### config.mk
export PLATFORM = sky130hd
export DESIGN_NAME = regfile_mp
export DESIGN_NICKNAME = d
export VERILOG_FILES = /design/src/rtl/regfile_pkg.sv /design/src/rtl/regfile_scoreboard.sv /design/src/rtl/regfile_mp.sv
export SDC_FILE = /design/constraint.sdc
export NUM_CORES = 2
export LEC_CHECK = 0
export BUFFER_PORTS_ARGS = -buffer_cell sky130_fd_sc_hd__buf_2
export CORE_MARGIN = 1
export CORE_UTILIZATION = 45
export DETAILED_ROUTE_END_ITERATION = 12
export GPL_ROUTABILITY_DRIVEN = 1
export MAX_ROUTING_LAYER = met4
export PLACE_DENSITY_LB_ADDON = 0.25
export SLEW_MARGIN = 20
export SYNTH_ARGS = -nofsm -noshare
export SYNTH_HDL_FRONTEND = slang
export SYNTH_SLANG_ARGS = --single-unit
### constraint.sdc
create_clock -name clk -period 4.7 [get_ports clk]
set_input_delay 0.47 -clock clk [delete_from_list [all_inputs] [get_ports clk]]
set_output_delay 0.47 -clock clk [all_outputs]
set_load 0.02 [all_outputs]
### src/rtl/regfile_pkg.sv
// Shared register-file constants used by decode, writeback and the register file.
package regfile_pkg;
  localparam int DW_DEF   = 32;
  localparam int NREG_DEF = 32;
  localparam int NR_DEF   = 2;
  localparam int NW_DEF   = 1;
  localparam int REG_ZERO = 0;
endpackage

### src/rtl/regfile_scoreboard.sv
// Pending-write scoreboard: one busy bit per register, set by a decode claim and
// cleared by a retiring write, plus the per-read-port operand-busy flags.
module regfile_scoreboard
  import regfile_pkg::*;
#(
  parameter int NREG = NREG_DEF,
  parameter int AW   = $clog2(NREG),
  parameter int NR   = NR_DEF
) (
  input  logic             clk,
  input  logic             resetn,
  input  logic             i_claim_en,
  input  logic [AW-1:0]    i_claim_addr,
  input  logic [NREG-1:0]  i_wr_hit,
  input  logic [NR*AW-1:0] i_rd_addr,
  output logic [NR-1:0]    o_rd_busy,
  output logic [NREG-1:0]  o_busy_vec
);

  logic [NREG-1:0] r_busy;
  logic [AW-1:0]   w_ra [NR];

  // Busy bits: a claim outranks a same-cycle write, since the new producer supersedes it
  always_ff @(posedge clk) begin
    if (!resetn) begin
      r_busy <= '0;
    end else begin
      for (int r = 0; r < NREG; r++) begin
        if (r == REG_ZERO) begin
          r_busy[r] <= 1'b0;
        end else if (i_claim_en && (i_claim_addr == AW'(r))) begin
          r_busy[r] <= 1'b1;
        end else if (i_wr_hit[r]) begin
          r_busy[r] <= 1'b0;
        end else begin
          r_busy[r] <= r_busy[r];
        end
      end
    end
  end

  // Operand busy: a write retiring this cycle releases the operand through the bypass
  always_comb begin
    o_rd_busy = '0;
    for (int i = 0; i < NR; i++) begin
      w_ra[i]      = i_rd_addr[i*AW +: AW];
      o_rd_busy[i] = resetn & r_busy[w_ra[i]] & ~i_wr_hit[w_ra[i]];
    end
  end

  assign o_busy_vec = r_busy;

endmodule

### src/rtl/regfile_mp.sv
// Multi-port register file: data array, write-port conflict resolution,
// write-first bypass on every read port, and the pending-write scoreboard.
module regfile_mp
  import regfile_pkg::*;
#(
  parameter int DW   = DW_DEF,
  parameter int NREG = NREG_DEF,
  parameter int AW   = $clog2(NREG),
  parameter int NR   = NR_DEF,
  parameter int NW   = NW_DEF
) (
  input  logic             clk,
  input  logic             resetn,
  input  logic [NR*AW-1:0] rd_addr,
  output logic [NR*DW-1:0] rd_data,
  output logic [NR-1:0]    rd_busy,
  input  logic [NW-1:0]    wr_en,
  input  logic [NW*AW-1:0] wr_addr,
  input  logic [NW*DW-1:0] wr_data,
  input  logic             claim_en,
  input  logic [AW-1:0]    claim_addr,
  output logic [NREG-1:0]  busy_vec
);

  localparam int WIW = (NW > 1) ? $clog2(NW) : 1;

  logic [DW-1:0]  r_mem    [NREG];
  logic [NW-1:0]  w_wr_eff;
  logic [NREG-1:0] w_wr_hit;
  logic [WIW-1:0] w_wr_sel [NREG];
  logic [AW-1:0]  w_ra     [NR];

  // Highest-index effective port writing tgt wins; lower ports are dropped
  function automatic logic wr_winner(input  logic [NW-1:0]    eff,
                                     input  logic [NW*AW-1:0] addr,
                                     input  logic [AW-1:0]    tgt,
                                     output logic [WIW-1:0]   sel);
    logic hit;
    hit = 1'b0;
    sel = '0;
    for (int j = 0; j < NW; j++) begin
      if (eff[j] && (addr[j*AW +: AW] == tgt)) begin
        hit = 1'b1;
        sel = WIW'(j);
      end else begin
        hit = hit;
      end
    end
    return hit;
  endfunction

  // Effective writes exclude reset and x0, which also disables the bypass
  always_comb begin
    w_wr_eff = '0;
    for (int j = 0; j < NW; j++) begin
      w_wr_eff[j] = resetn & wr_en[j] & (wr_addr[j*AW +: AW] != AW'(REG_ZERO));
    end
  end

  // Per-register winning write port
  always_comb begin
    w_wr_hit = '0;
    w_wr_sel = '{default: '0};
    for (int r = 0; r < NREG; r++) begin
      w_wr_hit[r] = wr_winner(w_wr_eff, wr_addr, AW'(r), w_wr_sel[r]);
    end
  end

  // Data array; x0 is only ever cleared by reset
  always_ff @(posedge clk) begin
    if (!resetn) begin
      for (int r = 0; r < NREG; r++) r_mem[r] <= '0;
    end else begin
      for (int r = 1; r < NREG; r++) begin
        if (w_wr_hit[r]) begin
          r_mem[r] <= wr_data[w_wr_sel[r]*DW +: DW];
        end else begin
          r_mem[r] <= r_mem[r];
        end
      end
    end
  end

  // Read ports with write-first bypass
  always_comb begin
    rd_data = '0;
    for (int i = 0; i < NR; i++) begin
      w_ra[i] = rd_addr[i*AW +: AW];
      if (w_ra[i] == AW'(REG_ZERO)) begin
        rd_data[i*DW +: DW] = '0;
      end else if (w_wr_hit[w_ra[i]]) begin
        rd_data[i*DW +: DW] = wr_data[w_wr_sel[w_ra[i]]*DW +: DW];
      end else begin
        rd_data[i*DW +: DW] = r_mem[w_ra[i]];
      end
    end
  end

  regfile_scoreboard #(
    .NREG (NREG),
    .AW   (AW),
    .NR   (NR)
  ) u_scoreboard (
    .clk          (clk),
    .resetn       (resetn),
    .i_claim_en   (claim_en),
    .i_claim_addr (claim_addr),
    .i_wr_hit     (w_wr_hit),
    .i_rd_addr    (rd_addr),
    .o_rd_busy    (rd_busy),
    .o_busy_vec   (busy_vec)
  );

endmodule

---- Yosys cells after proc, flatten, opt, wreduce, memory -nomap -nowiden ----
Memories as Yosys holds them, arrays and structs flattened.
Cells that the tools add are included.
storage, ports and cells
  flip-flop bits (word level) ............. 32
  RAM bits ................................ 1024
  memory bits (read-only) ................. 64
  output and inout bits ................... 98
  logic and storage cells ................. 694
  memories ................................ 3
memory list
  name              depth  width  read ports  clocked after memory_dff  wr ports  line              RTL
  r_mem             32     32     2           0                         32        regfile_mp.sv:27  logic [DW-1:0] r_mem [NREG];
  (name not given)  32     1      1           0                         0         regfile_mp.sv:92  rd_data[i*DW +: DW] = wr_data[w_wr_sel[w_ra[i]]*DW +: DW];
  (name not given)  32     1      1           0                         0         regfile_mp.sv:92
operators by class
  $lt $le $gt $ge ......................... 4
  equal/unequal tests ..................... 93
  shift-type cells ........................ 2
  multiplexer cells ....................... 359
  bitwise logic cells ..................... 72
  reduce and logical (&&, ||, !) cells .... 129
operators by type and width
  cell                                                       count
  2-to-1 mux 32 bit                                          66
  2-to-1 mux 1 bit                                           289
  == test 5 bit (second input constant)                      32
  == test 5 x 4 -> 1 bit (second input constant)             16
  indexed part select 32 x 7 -> 32 bit                       2
  logical AND 1 bit                                          63
  OR 1 bit                                                   62
  AND reduction 2 bit                                        31
  nonzero test 2 bit                                         31
  == test 5 x 3 -> 1 bit (second input constant)             8
  != test 0 bit                                              31
  binary-select mux 1 bit (select 5 bit)                     4
  == test 5 x 2 -> 1 bit (second input constant)             4
  zero test 5 bit                                            3
  greater-or-equal comparator 6 bit (second input constant)  2
  < comparator 5 x 6 -> 1 bit (second input constant)        2
  NOT 5 -> 6 bit                                             2
  == test 5 x 1 -> 1 bit (second input constant)             2
  AND 1 bit                                                  6
  nonzero test 5 bit                                         1
  NOT 1 bit                                                  2

---- Depth between registers and ports, before layout ----
  word-level depth ........................ 9
  gate-level depth with buffers ........... 10

---- Cells and area by module ----
From an unflattened synthesis, not the netlist that was laid out.
unflattened totals
  cell total of the unflattened synthesis .. 3333
  area, all modules ....................... 52148.8 µm²
modules (own cells, without submodules)
  module              times used  cells each  area an instance (µm²)  sequential area each (µm²)
  regfile_mp          1           3097        50191.9                 29788.6
  regfile_scoreboard  1           236         1956.9                  620.6

---- Worst setup path before layout ----
Ideal clock, no wire load.
  kind .................................... input to register
  start ................................... input port wr_addr[4]
  end ..................................... register u_scoreboard.r_busy[28], in the netlist u_scoreboard.o_busy_vec[28]
  setup time .............................. 0.263 ns
  data arrival time ....................... 3.672 ns
  path slack .............................. 0.765 ns
  stages .................................. 5
  path buffers ............................ 1
  cells stage by stage .................... clkbuf_1 nor2b_1 nand2_1 o21ai_0 o32ai_1
between the ends
  longest elaborated chain between the ends .. 5
  elaborated cells between the ends (all ways) .. 6
  classes of those cells .................. 1 x eq/ne; 1 x mux; 1 x bitwise; 3 x reduce/logical
ends and longest elaborated chain
  item                              line                      RTL
  start: declaration                regfile_mp.sv:18          input logic [NW*AW-1:0] wr_addr,
  nonzero test 5 bit                regfile_mp.sv:56          w_wr_eff[j] = resetn & wr_en[j] & (wr_addr[j*AW +: AW] != AW'(REG_ZERO));
  AND 1 bit                         regfile_mp.sv:56
  logical AND 1 bit (*)             regfile_mp.sv:42          if (eff[j] && (addr[j*AW +: AW] == tgt)) begin
  2-to-1 mux 1 bit (*)              regfile_mp.sv:42
  nonzero test 2 bit (no line) (*)  n/a
  end signal: indexed assignment    regfile_scoreboard.sv:36  r_busy[r] <= r_busy[r];
  end: declaration                  regfile_scoreboard.sv:20  logic [NREG-1:0] r_busy;
Every way passes the cells marked *; elsewhere a longest branch is shown, timed or not.
A chain may end at the register's enable or synchronous reset.

---- Worst setup path after layout ----
  start ................................... input port rd_addr[0]
  end ..................................... output port rd_data[21]
between the ends
  longest elaborated chain between the ends .. 7
  elaborated cells between the ends (all ways) .. 11
  classes of those cells .................. 1 x shift; 6 x mux; 1 x bitwise; 1 x reduce/logical; 2 x memory
ends and longest elaborated chain
  item                                                  line              RTL
  start: declaration                                    regfile_mp.sv:14  input logic [NR*AW-1:0] rd_addr,
  NOT 5 -> 6 bit (implied by the code)                  regfile_mp.sv:92
  memory read (32 x 1 bit)                              n/a
  2-to-1 mux 1 bit (implied by the code) (2 in series)  regfile_mp.sv:92
  indexed part select 32 x 7 -> 32 bit                  regfile_mp.sv:92
  2-to-1 mux 32 bit                                     regfile_mp.sv:91  end else if (w_wr_hit[w_ra[i]]) begin
  2-to-1 mux 32 bit (*)                                 regfile_mp.sv:89  if (w_ra[i] == AW'(REG_ZERO)) begin
  end: declaration                                      regfile_mp.sv:15  output logic [NR*DW-1:0] rd_data,
Every way passes the cells marked *; elsewhere a longest branch is shown, timed or not. The select of a mux whose other input is x is not followed.

==> summary.md <==
| Metric | Value |
|---|---|
| Status | `complete, no violations` |
| Commonest cells in the netlist | `992 x edfxtp_1, 496 x mux4_2, 325 x and2_1` |
| Post-Layout Cell Count | `4931` |
| I/O Buffers | `152` |
| Synth top area cells | `edfxtp_1 57%, mux4_2 21%, and2_1 3.9%` |
| Cell area after synthesis | `0.0526 mm²` |
| Pins over their slew limit | `0` |
| Starting Density | `0.453` |
| Syn Inst Count | `3279` |
| Pin count of the biggest net entering global routing | `97` |
| Top-count cell post-synth | `edfxtp_1` |
| CP Cell Sequence | `buf_8, buf_4, mux4_2, mux2i_1, a2111oi_0, a21oi_1, a21oi_1, buf_2` |
| Avg Synthesized Cell Area | `16.0 µm²` |
| DRC viols | `0` |
| Setup TNS | `0 ps` |
| CP max stage delay | `980 ps` |
| Startpoint types | `input port` |
| Max Clk Rate | `0.258 GHz` |
| Pwr per Cell Area | `383 mW/mm²` |
| Final period util | `0.824` |
| WL/cell | `37.3 µm` |
| CP dominant cell by count | `a21oi_1` |
| Syn nets | `3335` |
| Vias in the first global route | `34900` |
| Worst Skew | `0 ps` |
| Routed vias | `34400` |
| I/O pins | `154` |
| Number of failing hold endpoints at the final stage | `0` |
| Die width | `344 µm` |
| Cell Count Post-Placement | `4716` |
| H-tree level count | `3` |
| Setup bufs post-CTS | `0` |
| Layout cells sized above 1 | `0.325` |
| Max FO, Critical Path | `55` |
| Yosys top cell by area | `edfxtp_1` |
| Critical Path RT | `4230 ps` |
| Async set or reset register ratio after synthesis | `0` |
| Area added between synthesis and finish | `12.3%` |
| CORE AREA | `0.116 mm²` |
| First-pass GRT wire length | `258000 µm` |
| Yosys warnings | `0` |
| Top_reg_cell synth | `edfxtp_1` |
| Critical path's slowest cell | `a2111oi_0` |
| Worst-Margin Slew | `1220 ps` |
| TritonCTS clock tree | `yes` |
| P_leak | `20.5 nW` |
| Min Clock Period, post-route | `3870 ps` |
| CTS Buf Count | `109` |
| Post-CTS resize count | `0` |
| Vias per cell | `6.98` |
| Pre-antenna DRT Iters | `6` |
| Total wire length | `184000 µm` |
| RSZ-0062 raised after global routing | `false` |
| Seq/Total Area, Yosys | `0.578` |
| MaxCap Viol Count | `0` |
| Fill cells | `9444` |
| Grt total ovfl | `0` |
| # hold bufs at CTS | `0` |
| Die Ht | `344 µm` |
| Clk buf depth | `3` |
| CP arrival | `3400 ps` |
| CP endpoint kind | `primary output` |
| Nets | `3360` |
| Post-synth EDFFs | `992` |
| CTS root buffer | `clkbuf_16` |
| Critical path class | `in -> out` |
| Relative slew slack | `0.166` |
| Final setup viols | `0` |
| Row count | `125` |
| Fin Hold WS | `133 ps` |
| Post-DP HPWL | `105000 µm` |
| Initial antenna violation count | `18` |
| Maximum vdd ir drop | `0.000291 V` |
| Gpl congestion | `0.883` |
| Die area | `0.118 mm²` |
| CTS sink count | `1023` |
| Hold Crit Class | `in -> reg` |
| Routed Antenna Nets | `0` |
| Gr usage total | `0.321` |
| DRT iter0 DRCs | `5132` |
| Netlist cell types | `58` |
| Worst-Skew Late Latency | `710 ps` |
| Clock transition at path regs | `60 ps` |
| Flops & latches, synth | `1023` |
| Share of the synthesized area in the top cell type | `0.567` |
==> worst max-delay path: cells and delay by family <==
kind,cells,cell delay [ps]
AOI/OAI and AO/OA,3,1260
buffers and inverters,3,1190
muxes,2,380
==> logic make-up (layout without fill, tap and decap cells) <==
family          Yosys count  in the layout  share of synthesized area
flops                  1023           1023                      0.578
simple gates            854            854                     0.0946
mux                     626            626                      0.240
buf+inv                 403            519                     0.0358
compound gates          365            365                     0.0501
xor+xnor                  7              7                    0.00131
other cells               1             13                  0.0000713
==> registers in the layout (all words and copies together) (netlist names) <==
register / count
u_scoreboard.o_busy_vec: 31
r_mem: 992
==> area by class of cell <==
class / instances / area, µm² / share of cell area
clock inverters: 79 / 744 / 0.0126
flip-flops and latches: 1023 / 30400 / 0.515
clock buffers: 123 / 2800 / 0.0474
well taps: 1524 / 1910 / 0.0323
repair buffers: 287 / 2280 / 0.0386
inverters: 30 / 113 / 0.00191
diodes: 12 / 30.0 / 0.000509
multi-input cells: 1853 / 20800 / 0.352
==> power breakdown <==
group          switching, mW  internal, mW  total (mW)
clock                   3.74          4.94        8.68
combinational           1.75          1.25        3.00
sequential             0.293          10.6        10.9
==> worst paths after layout <==
path	start	end	slack [ps]	depth (start not counted)
min reg2reg	u_scoreboard.o_busy_vec[25]	u_scoreboard.o_busy_vec[25]	510	2
max reg2reg	u_scoreboard.o_busy_vec[2]	u_scoreboard.o_busy_vec[2]	3970	2
min	claim_addr[0]	u_scoreboard.o_busy_vec[28]	130	2
max	rd_addr[0]	rd_data[21]	830	8
==> per-layer routing <==
layer	global-route usage	wire length [µm]	up-vias
met2	0.495	87000	2468
met1	0.404	65300	18000
met4	0.155	10000	0
met5	-	0	-
li1	-	-	13400
met3	0.0697	21500	559
==> stage by stage <==
| step | util | instance area (µm²) | power, mW | setup WS [ps] |
|---|---|---|---|---|
| floorplan | - | 52600 | 12.9 | 765 |
| global route | 0.509 | 59000 | 23.1 | 718 |
| finish | 0.509 | 59000 | 22.6 | 826 |
| global placement | 0.477 | 55400 | 14.0 | 880 |
| detailed placement | 0.478 | 55400 | 14.1 | 941 |
| CTS | 0.508 | 59000 | 22.6 | 931 |
==> layout by cell type, fill, tap and decap left out, types with 12 or more instances in the layout <==
cell / count
nor2b_1: 40
edfxtp_1: 992
mux2i_1: 33
nor2_1: 68
dfxtp_1: 31
mux2_2: 94
nand2_1: 34
a21oi_1: 65
buf_2: 142
buf_4: 107
diode_2: 12
a22oi_1: 64
o22ai_1: 13
clkinv_2: 26
nor3_1: 70
nor2_4: 12
and2_1: 322
bufinv_16: 12
buf_12: 31
a221oi_1: 62
a22o_1: 34
mux4_2: 496
a31oi_1: 34
a2111oi_0: 30
inv_1: 30
clkbuf_16: 109
clkbuf_1: 12
o21ai_4: 26
clkinv_1: 28
and3_1: 258
Power figures use the tool's default switching activity.
